### config.mk
export PLATFORM = sky130hd
export DESIGN_NAME = empaquetador_8b_32b_flat
export DESIGN_NICKNAME = d
export VERILOG_FILES = /design/src/rtl/conv_8b_32b_pkg.sv /design/src/rtl/empaquetador_8b_32b_if.sv /design/src/rtl/registro_salida_32b.sv /design/src/rtl/empaquetador_8b_32b.sv /design/src/flat_wrapper.sv
export SDC_FILE = /design/constraint.sdc
export NUM_CORES = 1
export LEC_CHECK = 0
export ABC_AREA = 0
export ABC_CLOCK_PERIOD_IN_PS = 2570
export BUFFER_PORTS_ARGS = -buffer_cell sky130_fd_sc_hd__buf_4
export CAP_MARGIN = 0
export CORE_AREA = 5 5 79 81
export DETAILED_ROUTE_END_ITERATION = 7
export DIE_AREA = 0 0 84 86
export GPL_TIMING_DRIVEN = 1
export PLACE_DENSITY = 0.81
export SYNTH_ARGS = -nofsm -noshare
export SYNTH_HDL_FRONTEND = slang
export SYNTH_HIERARCHICAL = 1
export SYNTH_SLANG_ARGS = --single-unit
### constraint.sdc
create_clock -name CLK -period 2.57 [get_ports CLK]
set_input_delay 0 -clock CLK [delete_from_list [all_inputs] [get_ports CLK]]
set_output_delay 0 -clock CLK [all_outputs]
set_load 0.005 [all_outputs]
### src/rtl/conv_8b_32b_pkg.sv
// Shared definitions for the 8b<->32b conversion path: widths, byte-index FSM states, lane parity.
package conv_8b_32b_pkg;
  localparam int BYTE_W         = 8;
  localparam int WORD_W         = 32;
  localparam int BYTES_PER_WORD = 4;
  localparam int OUT_BYTES_W    = 3;

  typedef enum logic [1:0] {
    B0 = 2'd0,
    B1 = 2'd1,
    B2 = 2'd2,
    B3 = 2'd3
  } estado_byte_t;

  // Bit k is the even parity of physical byte lane k (bits [8k+7:8k]).
  function automatic logic [BYTES_PER_WORD-1:0] paridad_carriles(input logic [WORD_W-1:0] word);
    logic [BYTES_PER_WORD-1:0] par;
    for (int k = 0; k < BYTES_PER_WORD; k++) begin
      par[k] = ^word[k*BYTE_W +: BYTE_W];
    end
    return par;
  endfunction
endpackage

### src/rtl/empaquetador_8b_32b_if.sv
// Byte-in / word-out handshake bundle for the 8b->32b packer.
// OUT_PAR exists only when EMPAQUETADOR_PARIDAD_EN is defined.
interface empaquetador_8b_32b_if;
  import conv_8b_32b_pkg::*;

  logic [BYTE_W-1:0]      IN_DATA;
  logic                   IN_VALID;
  logic                   IN_LAST;
  logic                   IN_READY;
  logic [WORD_W-1:0]      OUT_DATA;
  logic [OUT_BYTES_W-1:0] OUT_BYTES;
  logic                   OUT_VALID;
  logic                   OUT_READY;
`ifdef EMPAQUETADOR_PARIDAD_EN
  logic [BYTES_PER_WORD-1:0] OUT_PAR;

  modport slave (
    input  IN_DATA, IN_VALID, IN_LAST, OUT_READY,
    output IN_READY, OUT_DATA, OUT_BYTES, OUT_VALID, OUT_PAR
  );
  modport master (
    output IN_DATA, IN_VALID, IN_LAST, OUT_READY,
    input  IN_READY, OUT_DATA, OUT_BYTES, OUT_VALID, OUT_PAR
  );
`else
  modport slave (
    input  IN_DATA, IN_VALID, IN_LAST, OUT_READY,
    output IN_READY, OUT_DATA, OUT_BYTES, OUT_VALID
  );
  modport master (
    output IN_DATA, IN_VALID, IN_LAST, OUT_READY,
    input  IN_READY, OUT_DATA, OUT_BYTES, OUT_VALID
  );
`endif
endinterface

### src/rtl/registro_salida_32b.sv
// Single-entry output register: load on word close, clear on take, load wins over take.
// With EMPAQUETADOR_PARIDAD_EN defined, also registers per-lane even parity.
module registro_salida_32b
  import conv_8b_32b_pkg::*;
(
  input  logic                   CLK,
  input  logic                   RESET_L,
  input  logic                   i_load,
  input  logic [WORD_W-1:0]      i_data,
  input  logic [OUT_BYTES_W-1:0] i_bytes,
  input  logic                   i_out_ready,
`ifdef EMPAQUETADOR_PARIDAD_EN
  output logic [BYTES_PER_WORD-1:0] o_par,
`endif
  output logic [WORD_W-1:0]      o_data,
  output logic [OUT_BYTES_W-1:0] o_bytes,
  output logic                   o_valid
);
  logic [WORD_W-1:0]      r_data;
  logic [OUT_BYTES_W-1:0] r_bytes;
  logic                   r_valid;

  // A load only happens when the upstream saw IN_READY, so it never clobbers an untaken word.
  always_ff @(posedge CLK) begin
    if (!RESET_L) begin
      r_data  <= '0;
      r_bytes <= '0;
      r_valid <= 1'b0;
    end else if (i_load) begin
      r_data  <= i_data;
      r_bytes <= i_bytes;
      r_valid <= 1'b1;
    end else if (i_out_ready) begin
      r_valid <= 1'b0;
    end
  end

`ifdef EMPAQUETADOR_PARIDAD_EN
  logic [BYTES_PER_WORD-1:0] r_par;

  always_ff @(posedge CLK) begin
    if (!RESET_L) begin
      r_par <= '0;
    end else if (i_load) begin
      r_par <= paridad_carriles(i_data);
    end
  end

  assign o_par = r_par;
`endif

  assign o_data  = r_data;
  assign o_bytes = r_bytes;
  assign o_valid = r_valid;
endmodule

### src/rtl/empaquetador_8b_32b.sv
// 8-bit to 32-bit packer: byte-index FSM and accumulator feeding a single-entry output register.
// Optional per-lane parity output enabled by defining EMPAQUETADOR_PARIDAD_EN.
module empaquetador_8b_32b
  import conv_8b_32b_pkg::*;
#(
  parameter bit               MSB_FIRST = 1'b1,
  parameter logic [BYTE_W-1:0] PAD_BYTE  = 8'h00
) (
  input logic                 CLK,
  input logic                 RESET_L,
  empaquetador_8b_32b_if.slave bus
);
  estado_byte_t           r_state;
  estado_byte_t           w_state_next;
  logic [BYTE_W-1:0]      r_acc  [BYTES_PER_WORD];
  logic [BYTE_W-1:0]      w_lane [BYTES_PER_WORD];
  logic [WORD_W-1:0]      w_word;
  logic [OUT_BYTES_W-1:0] w_bytes;
  logic                   w_accept;
  logic                   w_close;
  logic                   w_in_ready;
  logic [WORD_W-1:0]      w_out_data;
  logic [OUT_BYTES_W-1:0] w_out_bytes;
  logic                   w_out_valid;

  assign w_in_ready = !w_out_valid || bus.OUT_READY;
  assign w_accept   = bus.IN_VALID && w_in_ready;
  assign w_bytes    = {1'b0, r_state} + 3'd1;

  always_ff @(posedge CLK) begin
    if (!RESET_L) begin
      r_state <= B0;
    end else begin
      r_state <= w_state_next;
    end
  end

  always_comb begin
    w_state_next = r_state;
    w_close      = 1'b0;
    if (w_accept) begin
      if (bus.IN_LAST || r_state == B3) begin
        w_close      = 1'b1;
        w_state_next = B0;
      end else begin
        case (r_state)
          B0:      w_state_next = B1;
          B1:      w_state_next = B2;
          B2:      w_state_next = B3;
          default: w_state_next = B0;
        endcase
      end
    end
  end

  // Logical lanes in arrival order: filled bytes, the current byte, then padding.
  always_comb begin
    for (int k = 0; k < BYTES_PER_WORD; k++) begin
      w_lane[k] = PAD_BYTE;
      if (k < int'(r_state)) begin
        w_lane[k] = r_acc[k];
      end else if (k == int'(r_state)) begin
        w_lane[k] = bus.IN_DATA;
      end
    end
  end

  always_comb begin
    w_word = '0;
    for (int k = 0; k < BYTES_PER_WORD; k++) begin
      if (MSB_FIRST) begin
        w_word[(BYTES_PER_WORD-1-k)*BYTE_W +: BYTE_W] = w_lane[k];
      end else begin
        w_word[k*BYTE_W +: BYTE_W] = w_lane[k];
      end
    end
  end

  always_ff @(posedge CLK) begin
    if (!RESET_L) begin
      for (int k = 0; k < BYTES_PER_WORD; k++) begin
        r_acc[k] <= '0;
      end
    end else if (w_accept && !w_close) begin
      r_acc[r_state] <= bus.IN_DATA;
    end
  end

  registro_salida_32b u_registro_salida (
    .CLK         (CLK),
    .RESET_L     (RESET_L),
    .i_load      (w_close),
    .i_data      (w_word),
    .i_bytes     (w_bytes),
    .i_out_ready (bus.OUT_READY),
`ifdef EMPAQUETADOR_PARIDAD_EN
    .o_par       (bus.OUT_PAR),
`endif
    .o_data      (w_out_data),
    .o_bytes     (w_out_bytes),
    .o_valid     (w_out_valid)
  );

  assign bus.IN_READY  = w_in_ready;
  assign bus.OUT_DATA  = w_out_data;
  assign bus.OUT_BYTES = w_out_bytes;
  assign bus.OUT_VALID = w_out_valid;
endmodule
### src/flat_wrapper.sv
// flat-port wrapper written by rule: the top's interface ports become plain ports
module empaquetador_8b_32b_flat import conv_8b_32b_pkg::*;
#(
  parameter bit               MSB_FIRST = 1'b1,
  parameter logic [BYTE_W-1:0] PAD_BYTE  = 8'h00
)
  (CLK, RESET_L, bus_IN_DATA, bus_IN_VALID, bus_IN_LAST, bus_OUT_READY, bus_IN_READY, bus_OUT_DATA, bus_OUT_BYTES, bus_OUT_VALID);
  empaquetador_8b_32b_if bus_i ();
  input logic CLK;
  input logic RESET_L;
  input wire logic [$bits(bus_i.IN_DATA)-1:0] bus_IN_DATA;
  input wire logic [$bits(bus_i.IN_VALID)-1:0] bus_IN_VALID;
  input wire logic [$bits(bus_i.IN_LAST)-1:0] bus_IN_LAST;
  input wire logic [$bits(bus_i.OUT_READY)-1:0] bus_OUT_READY;
  output wire logic [$bits(bus_i.IN_READY)-1:0] bus_IN_READY;
  output wire logic [$bits(bus_i.OUT_DATA)-1:0] bus_OUT_DATA;
  output wire logic [$bits(bus_i.OUT_BYTES)-1:0] bus_OUT_BYTES;
  output wire logic [$bits(bus_i.OUT_VALID)-1:0] bus_OUT_VALID;
  assign bus_i.IN_DATA = bus_IN_DATA;
  assign bus_i.IN_VALID = bus_IN_VALID;
  assign bus_i.IN_LAST = bus_IN_LAST;
  assign bus_i.OUT_READY = bus_OUT_READY;
  assign bus_IN_READY = bus_i.IN_READY;
  assign bus_OUT_DATA = bus_i.OUT_DATA;
  assign bus_OUT_BYTES = bus_i.OUT_BYTES;
  assign bus_OUT_VALID = bus_i.OUT_VALID;
  empaquetador_8b_32b #(.MSB_FIRST(MSB_FIRST), .PAD_BYTE(PAD_BYTE)) u_core (.CLK(CLK), .RESET_L(RESET_L), .bus(bus_i));
endmodule
# Word-level counts from Yosys, hierarchy flattened
# Memories as Yosys holds them, arrays and structs flattened.
# Index checks and enable logic that the tools add are counted.
[word_totals]
reg_bits = 38
ram_bits = 32
memories = 1
[mem_list]
columns = ["name", "depth", "width", "read_ports", "rd_ports_with_merged_regs", "write_ports", "line", "source"]
rows = [
  ["u_core.r_acc", 4, 8, 3, 0, 4, "empaquetador_8b_32b.sv:15", "logic [BYTE_W-1:0] r_acc [BYTES_PER_WORD];"],
]
[op_classes]
addsub = 1
order_cmp = 3
n_eq_ne = 6
n_mux = 20
n_reduce_logical = 10
[ops]
columns = ["operator", "n"]
rows = [
  ["$mux W8", 8],
  ["$mux W1", 9],
  ["$reduce_or A8 Y1", 1],
  ["$pmux W2 S3", 1],
  ["$eq A2 B2 Y1 const A", 2],
  ["$eq A2 B2 Y1 const B", 2],
  ["$logic_not A2 Y1", 2],
  ["$lt A1 B2 Y1 const A", 2],
  ["$mux W2", 2],
  ["$add A2 B1 Y3 const B", 1],
  ["$eq A1 B2 Y1 const A", 1],
  ["$eq A2 B1 Y1 const B", 1],
  ["$logic_and A1 B1 Y1", 2],
  ["$logic_not A1 Y1", 2],
  ["$logic_or A1 B1 Y1", 2],
  ["$lt A2 B2 Y1 const A", 1],
  ["$reduce_bool A2 Y1", 1],
]

# Depth between registers and ports, before layout
# Gate-level depths: netlist (run 1).
[depth]
ltp_word = 11
ltp_mapped = 9
mapped_depth_nobuf = 6

# Cells and area by module
# The synthesis (run 1) kept the hierarchy.
[by_module_without_submodules]
columns = ["module", "n_inst", "cells_each", "area_per_inst_um2", "seq_area_each_um2"]
rows = [
  ["empaquetador_8b_32b", 1, 137, 1498.9, 760.7],
  ["registro_salida_32b", 1, 115, 1386.3, 720.7],
]

# Worst setup path before layout (run 1)
# No wires, ideal clock.
[synth_path]
path_kind = "register to register"
from = "register u_core.r_state[1]"
to = "register u_core.u_registro_salida.r_data[29], in the netlist u_core/u_registro_salida/o_data[29]"
setup_ns = 0.116
arrival_ns = 1.714
required_ns = 2.454
setup_slack_ns = 0.740
stages_incl_launch_ff = 9
path_buffers = 3
path_cell_list = "dfxtp_1 > buf_2 > clkbuf_1 > inv_1 > ha_1 > clkbuf_1 > mux2_2 > mux2i_1 > nor2b_1"
[synth_lines]
columns = ["element", "line", "source"]
rows = [
  ["start, declared", "empaquetador_8b_32b.sv:13", "estado_byte_t r_state;"],
  ["start signal, assigned", "empaquetador_8b_32b.sv:34", "r_state <= w_state_next;"],
  ["end signal, assigned", "registro_salida_32b.sv:30", "r_data <= i_data;"],
  ["end, declared", "registro_salida_32b.sv:19", "logic [WORD_W-1:0] r_data;"],
]

==> reports/metrics.csv, run 1 <==
metric,value,unit
synth_cell_types,27,
yosys.area.top_type_share,0.264,
clockBufferDepth,2,
reg2reg_from,u_core/r_state[0],
postSynthCellCount,252,
outcome,"finished, final reports clean",
place_hpwl,3.93,mm
root_buffer,clkbuf_8,
synthTopCellsByCount,"38 x dfxtp_1, 38 x nor2b_1, 36 x mux2i_1",
min_period,2030,ps
vdd_ir_drop_max,405,uV
report.final.slew_viol_count,0,
grt_usage,0.178,
place.port_buffers,49,
instances_no_fill,380,
min_from,bus_IN_DATA[1],
fill_cells,443,
die_w,84,um
grt_pass1_wl,10.1,mm
final_layout_size_suffix_gt1_frac,0.256,
cts_sinks,62,
die_h,86,um
clock_skew,7.02,ps
synth_edf_count,24,
rsz0062_at_grt,false,
placed_cells,362,
yosys.area.top_type,dfxtp_1,
num_rows,27,
worst-setup-path-type,reg -> reg,
cts_tree,yes,
worstHoldPathCells,2,
ios,50,
insertion_delay,330,ps
coreArea,5410,sq um
drc,0,
totalWireLength,5.95,mm
power_leakage,1.37,nW
max_freq,494,MHz
critPathMaxFanout,11,
grt_pass1_vias,1944,
drt-initial-drc-count,136,
drv_cap,0,
die_area,7220,sq um
async_reset_ff_frac,0,
postCtsSetupBuffers,0,
hold_end,u_core/r_acc[1][1],
crit_path_end_kind,register,
vias_per_cell,5.06,
cp.arrival,2020,ps
dr.pass1.iters,4,
synth-seq-area-share,0.513,
setup_viol,0,
path_clk_slew,60,ps
p_per_area,587,nW/um^2
netlist_area,2890,sq um
whs,22.6,ps
slew_headroom,0.690,
avgSynthCellArea,11.4,sq um
r2r_cells,4,
antenna_found_initial,0,
grt_max_degree,46,
hold_class,in -> reg,
numCtsBuffers,9,
ff2ff_setup_slack,540,ps
synthTopCellsByArea,"dfxtp_1 26%, edfxtp_1 25%, mux2i_1 12%",
fin_util,0.640,
start_util,0.534,
synthToLayoutAreaGrowth,19.9,%
ant_nets,0,
final_nets,320,
ys_warn_count,6,
worst_slew_pin_slew,465,ps
synthFlopType,dfxtp_1,
diodes,0,
overflow,0,
ys_ff_latch,62,
cp-start-kind,register,
crit_required,2560,ps
hold_viol_final,0,
gp_congestion,0.751,
syn_nets,269,
rr_endpoint,u_core/r_acc[0][6],
cts.htree.levels,3,
finalCritPeriodShare,0.788,
vias,1923,
wire_per_inst,15.7,um
setup_tns,0,ps
-- power by group --
part | leakage (nW) | total, mW | switching [mW] | internal (mW)
Combinational | 0.719 | 0.183 | 0.0950 | 0.0884
Clock | 0.0937 | 0.785 | 0.355 | 0.429
Sequential | 0.556 | 1.06 | 0.0131 | 1.05
-- cell families (layout without fill, tap and decap cells) --
kind of cell | count (synthesis) | count (layout) | share of synthesized area
AND/OR/NAND/NOR | 106 | 106 | 0.226
flip-flops | 62 | 62 | 0.513
multiplexers | 44 | 44 | 0.156
AO/OA/AOI/OAI | 18 | 18 | 0.0416
buffers and inverters | 18 | 74 | 0.0460
adder cells (fa/ha/maj) | 4 | 4 | 0.0173
-- routing by layer --
metal	vias to the layer above	wire length [um]	GRT usage
met3	9	294	0.0538
met1	906	2650	0.223
met4	0	107	0.0848
met5	-	0	0
li1	954	-	-
met2	54	2900	0.283
-- flip-flops by register name (all words and copies together), names as in the netlist --
signal and flops:
u_core/r_acc 24, u_core/u_registro_salida/o_bytes 3, u_core/r_state 2, u_core/u_registro_salida/o_data 32, u_core/u_registro_salida/o_valid 1
-- critical path, stage by stage (launching register included) --
cell	delay [ps]
dfxtp_1	360
ha_1	380
nor3b_2	250
and4_1	330
nand2b_1	370
-- layout by cell type (no fill, tap or decap), drive strengths merged, types with 2 or more instances in the layout --
cell type and n:
nor2 3, nand3 2, a22o 7, and2 33, nand4b 2, nand2b 2
mux2i 36, dfxtp 38, mux2 8, nor2b 38, ha 4, o21ai 9
dlygate4sd3 2, nor4 2, edfxtp 24, clkbuf 15, buf 53, nand2 20
inv 3
-- worst max path at each step --
stage,from,end,slack [ps],cells after the start
floorplan,u_core/r_state[1],u_core/u_registro_salida/o_data[29],740,8
global placement,u_core/r_state[0],u_core/r_acc[0][2],630,4
detailed placement,u_core/r_state[0],u_core/r_acc[0][0],570,4
CTS,u_core/r_state[0],u_core/r_acc[0][6],550,4
global route,u_core/r_state[0],u_core/r_acc[0][6],430,4
finish,u_core/r_state[0],u_core/r_acc[0][6],540,4
-- what timing repair did --
action | in CTS | in global routing
endpoints found under the hold margin | 2 | 0
resized for setup | 0 | 0
setup endpoints to repair | 0 | 0
hold buffers | 2 | 0
-- final cells by class --
| class | instances | area [sq um] | area share |
|---|---|---|---|
| Sequential cell | 62 | 1480 | 0.428 |
| Multi-Input combinational cell | 172 | 1280 | 0.369 |
| Timing Repair Buffer | 55 | 418 | 0.121 |
| Clock buffer | 15 | 176 | 0.0510 |
| Tap cell | 72 | 90.1 | 0.0260 |
| Inverter | 3 | 11.3 | 0.00325 |
| Clock inverter | 1 | 5.00 | 0.00145 |
-- per-stage QoR --
step | cell area [sq um] | power [mW] | worst slack, ps
global placement | 3260 | 1.26 | 633
detailed placement | 3260 | 1.27 | 570
global route | 3460 | 2.13 | 432
CTS | 3460 | 2.05 | 555
floorplan | 2890 | 1.20 | 740
finish | 3460 | 2.03 | 544
Note: power is estimated with default switching activity, not from simulation.
==> run 2, diff against run 1 <==
ABC_CLOCK_PERIOD_IN_PS = 1890   (was 2570)
clock period = 1.89 ns   (was 2.57 ns; I/O delays follow)
==> reports/metrics.csv, run 2 (synthesized netlist as in run 1, its figures left out) <==
metric,value,unit,change
final_common_cell,buf_4,,unchanged
totalWireLength,6.07,mm,was 5.95 mm
numCtsBuffers,9,,unchanged
path_clk_slew,60,ps,about the same
total_power,2.66,mW,was 2.03 mW
ant_nets,0,,unchanged
layout_common_cells,"59 x buf_4, 38 x dfxtp_1, 37 x nor2b_1, 36 x mux2i_1, 33 x and2_1",,"was 53 x buf_4, 38 x dfxtp_1, 37 x nor2b_1, 36 x mux2i_1, 33 x and2_1"
die_h,86,um,unchanged
reg2reg_from,u_core/u_registro_salida/o_valid,,was u_core/r_state[0]
dr.pass1.iters,5,,was 4
start_util,0.534,,unchanged
die_w,84,um,unchanged
setup_viol,0,,unchanged
ff2ff_setup_slack,110,ps,was 540 ps
ios,50,,unchanged
place.port_buffers,49,,unchanged
wire_per_inst,15.7,um,about the same
postCtsHoldBufs,2,,unchanged
hold_class,in -> reg,,unchanged
rr_endpoint,u_core/u_registro_salida/o_data[25],,was u_core/r_acc[0][6]
cts_sinks,62,,unchanged
outcome,"finished, final reports clean",,unchanged
root_buffer,clkbuf_8,,unchanged
fill_cells,453,,was 443
max_freq,555,MHz,
coreArea,5410,sq um,unchanged
rsz0062_at_grt,false,,unchanged
instances_no_fill,387,,was 380
report.final.slew_viol_count,0,,unchanged
dpl-instance-area,3320,sq um,was 3260 sq um
finalCritPeriodShare,0.953,,
slew_headroom,0.721,,was 0.690
vdd_ir_drop_max,508,uV,was 405 uV
gp_congestion,0.774,,was 0.751
worst_slew_pin_slew,418,ps,was 465 ps
vias_per_cell,5.00,,was 5.06
min_period,1800,ps,
critPathMaxFanout,28,,was 11
drt-initial-drc-count,214,,was 136
vias,1935,,was 1923
final_nets,327,,was 320
worstHoldPathCells,2,,unchanged
r2r_cells,7,,was 4
synthToLayoutAreaGrowth,21.2,%,was 19.9%
min_from,bus_IN_DATA[1],,unchanged
drv_cap,0,,unchanged
largest_register_ffs,32,,unchanged
hold_end,u_core/r_acc[2][1],,was u_core/r_acc[1][1]
worst-setup-path-type,in -> reg,,was reg -> reg
cp-start-kind,input port,,was register
drc,0,,unchanged
power_leakage,1.39,nW,was 1.37 nW
grt_pass1_vias,1970,,was 1944
cts-resized-gates,0,,unchanged
design_area,3500,sq um,was 3460 sq um
place_hpwl,4.02,mm,was 3.93 mm
grt_usage,0.177,,was 0.178
cts_tree,yes,,unchanged
final_layout_size_suffix_gt1_frac,0.263,,was 0.256
num_rows,27,,unchanged
grt_pass1_wl,9.91,mm,was 10.1 mm
clockBufferDepth,2,,unchanged
p_per_area,761,nW/um^2,was 587 nW/um^2
diodes,0,,unchanged
cp.arrival,2020,ps,about the same
fin_util,0.647,,was 0.640
overflow,0,,unchanged
crit_path_end_kind,register,,unchanged
hold_viol_final,0,,unchanged
grt_max_degree,41,,was 46
setup_tns,0,ps,unchanged
die_area,7220,sq um,unchanged
postCtsSetupBuffers,0,,unchanged
clock_skew,7.35,ps,was 7.02 ps
insertion_delay,330,ps,about the same
antenna_found_initial,0,,unchanged
crit_required,2110,ps,was 2560 ps
cts.htree.levels,3,,unchanged
placed_cells,369,,was 362
run 2: changes by cell type in the layout (fill, tap and decap cells not counted), sizes merged:
| cell | before | now |
|---|---|---|
| buf | 53 | 60 |
| clkinv | 1 | 2 |
| clkbuf | 15 | 14 |
run 2: where the power goes:
group | internal [mW] | switching [mW] | total (mW)
Combinational | 0.129 | 0.135 | 0.264
Clock | 0.472 | 0.478 | 0.950
Sequential | 1.43 | 0.0169 | 1.45
run 2: worst max path at each step:
stage                                          end  depth (start not counted)                        startpoint  slack [ps]
6_report       u_core/u_registro_salida/o_data[25]                          9                     bus_OUT_READY          90
5_1_grt                         u_core/r_acc[0][3]                          4                 u_core/r_state[0]          30
4_1_cts        u_core/u_registro_salida/o_data[25]                          7  u_core/u_registro_salida/o_valid         120
3_5_place_dp   u_core/u_registro_salida/o_data[25]                          7  u_core/u_registro_salida/o_valid         150
3_3_place_gp    u_core/u_registro_salida/o_data[5]                          7  u_core/u_registro_salida/o_valid         210
2_1_floorplan  u_core/u_registro_salida/o_data[29]                          8                 u_core/r_state[1]          60
run 2: metrics by stage:
stage	hold slack, ps	worst slack, ps
2_1_floorplan	128	59.9
3_3_place_gp	319	207
3_5_place_dp	327	147
4_1_cts	13.8	121
5_1_grt	21.8	25.7
6_report	27.2	89.0
run 2: critical path, stage by stage:
cell           delay, ps
dlygate4sd3_1        540
buf_4                110
and2b_2              250
inv_1                130
and2_1               200
nor2b_4              200
buf_12               230
mux2i_1              250
nor2b_1               70
run 2: area by class of cell:
cell class              count  area, sq um  area share
inverters                   3         11.3     0.00322
well taps                  72         90.1      0.0258
clock inverters             2         8.76     0.00251
multi-input cells         172         1280       0.366
repair buffers             62          483       0.138
clock buffers              14          143      0.0408
flip-flops and latches     62         1480       0.424
run 2: layer usage:
metal | routed length (um) | global-route usage
met5 | 0 | 0
met4 | 89 | 0.0833
met3 | 268 | 0.0480
met2 | 2930 | 0.293
met1 | 2780 | 0.215
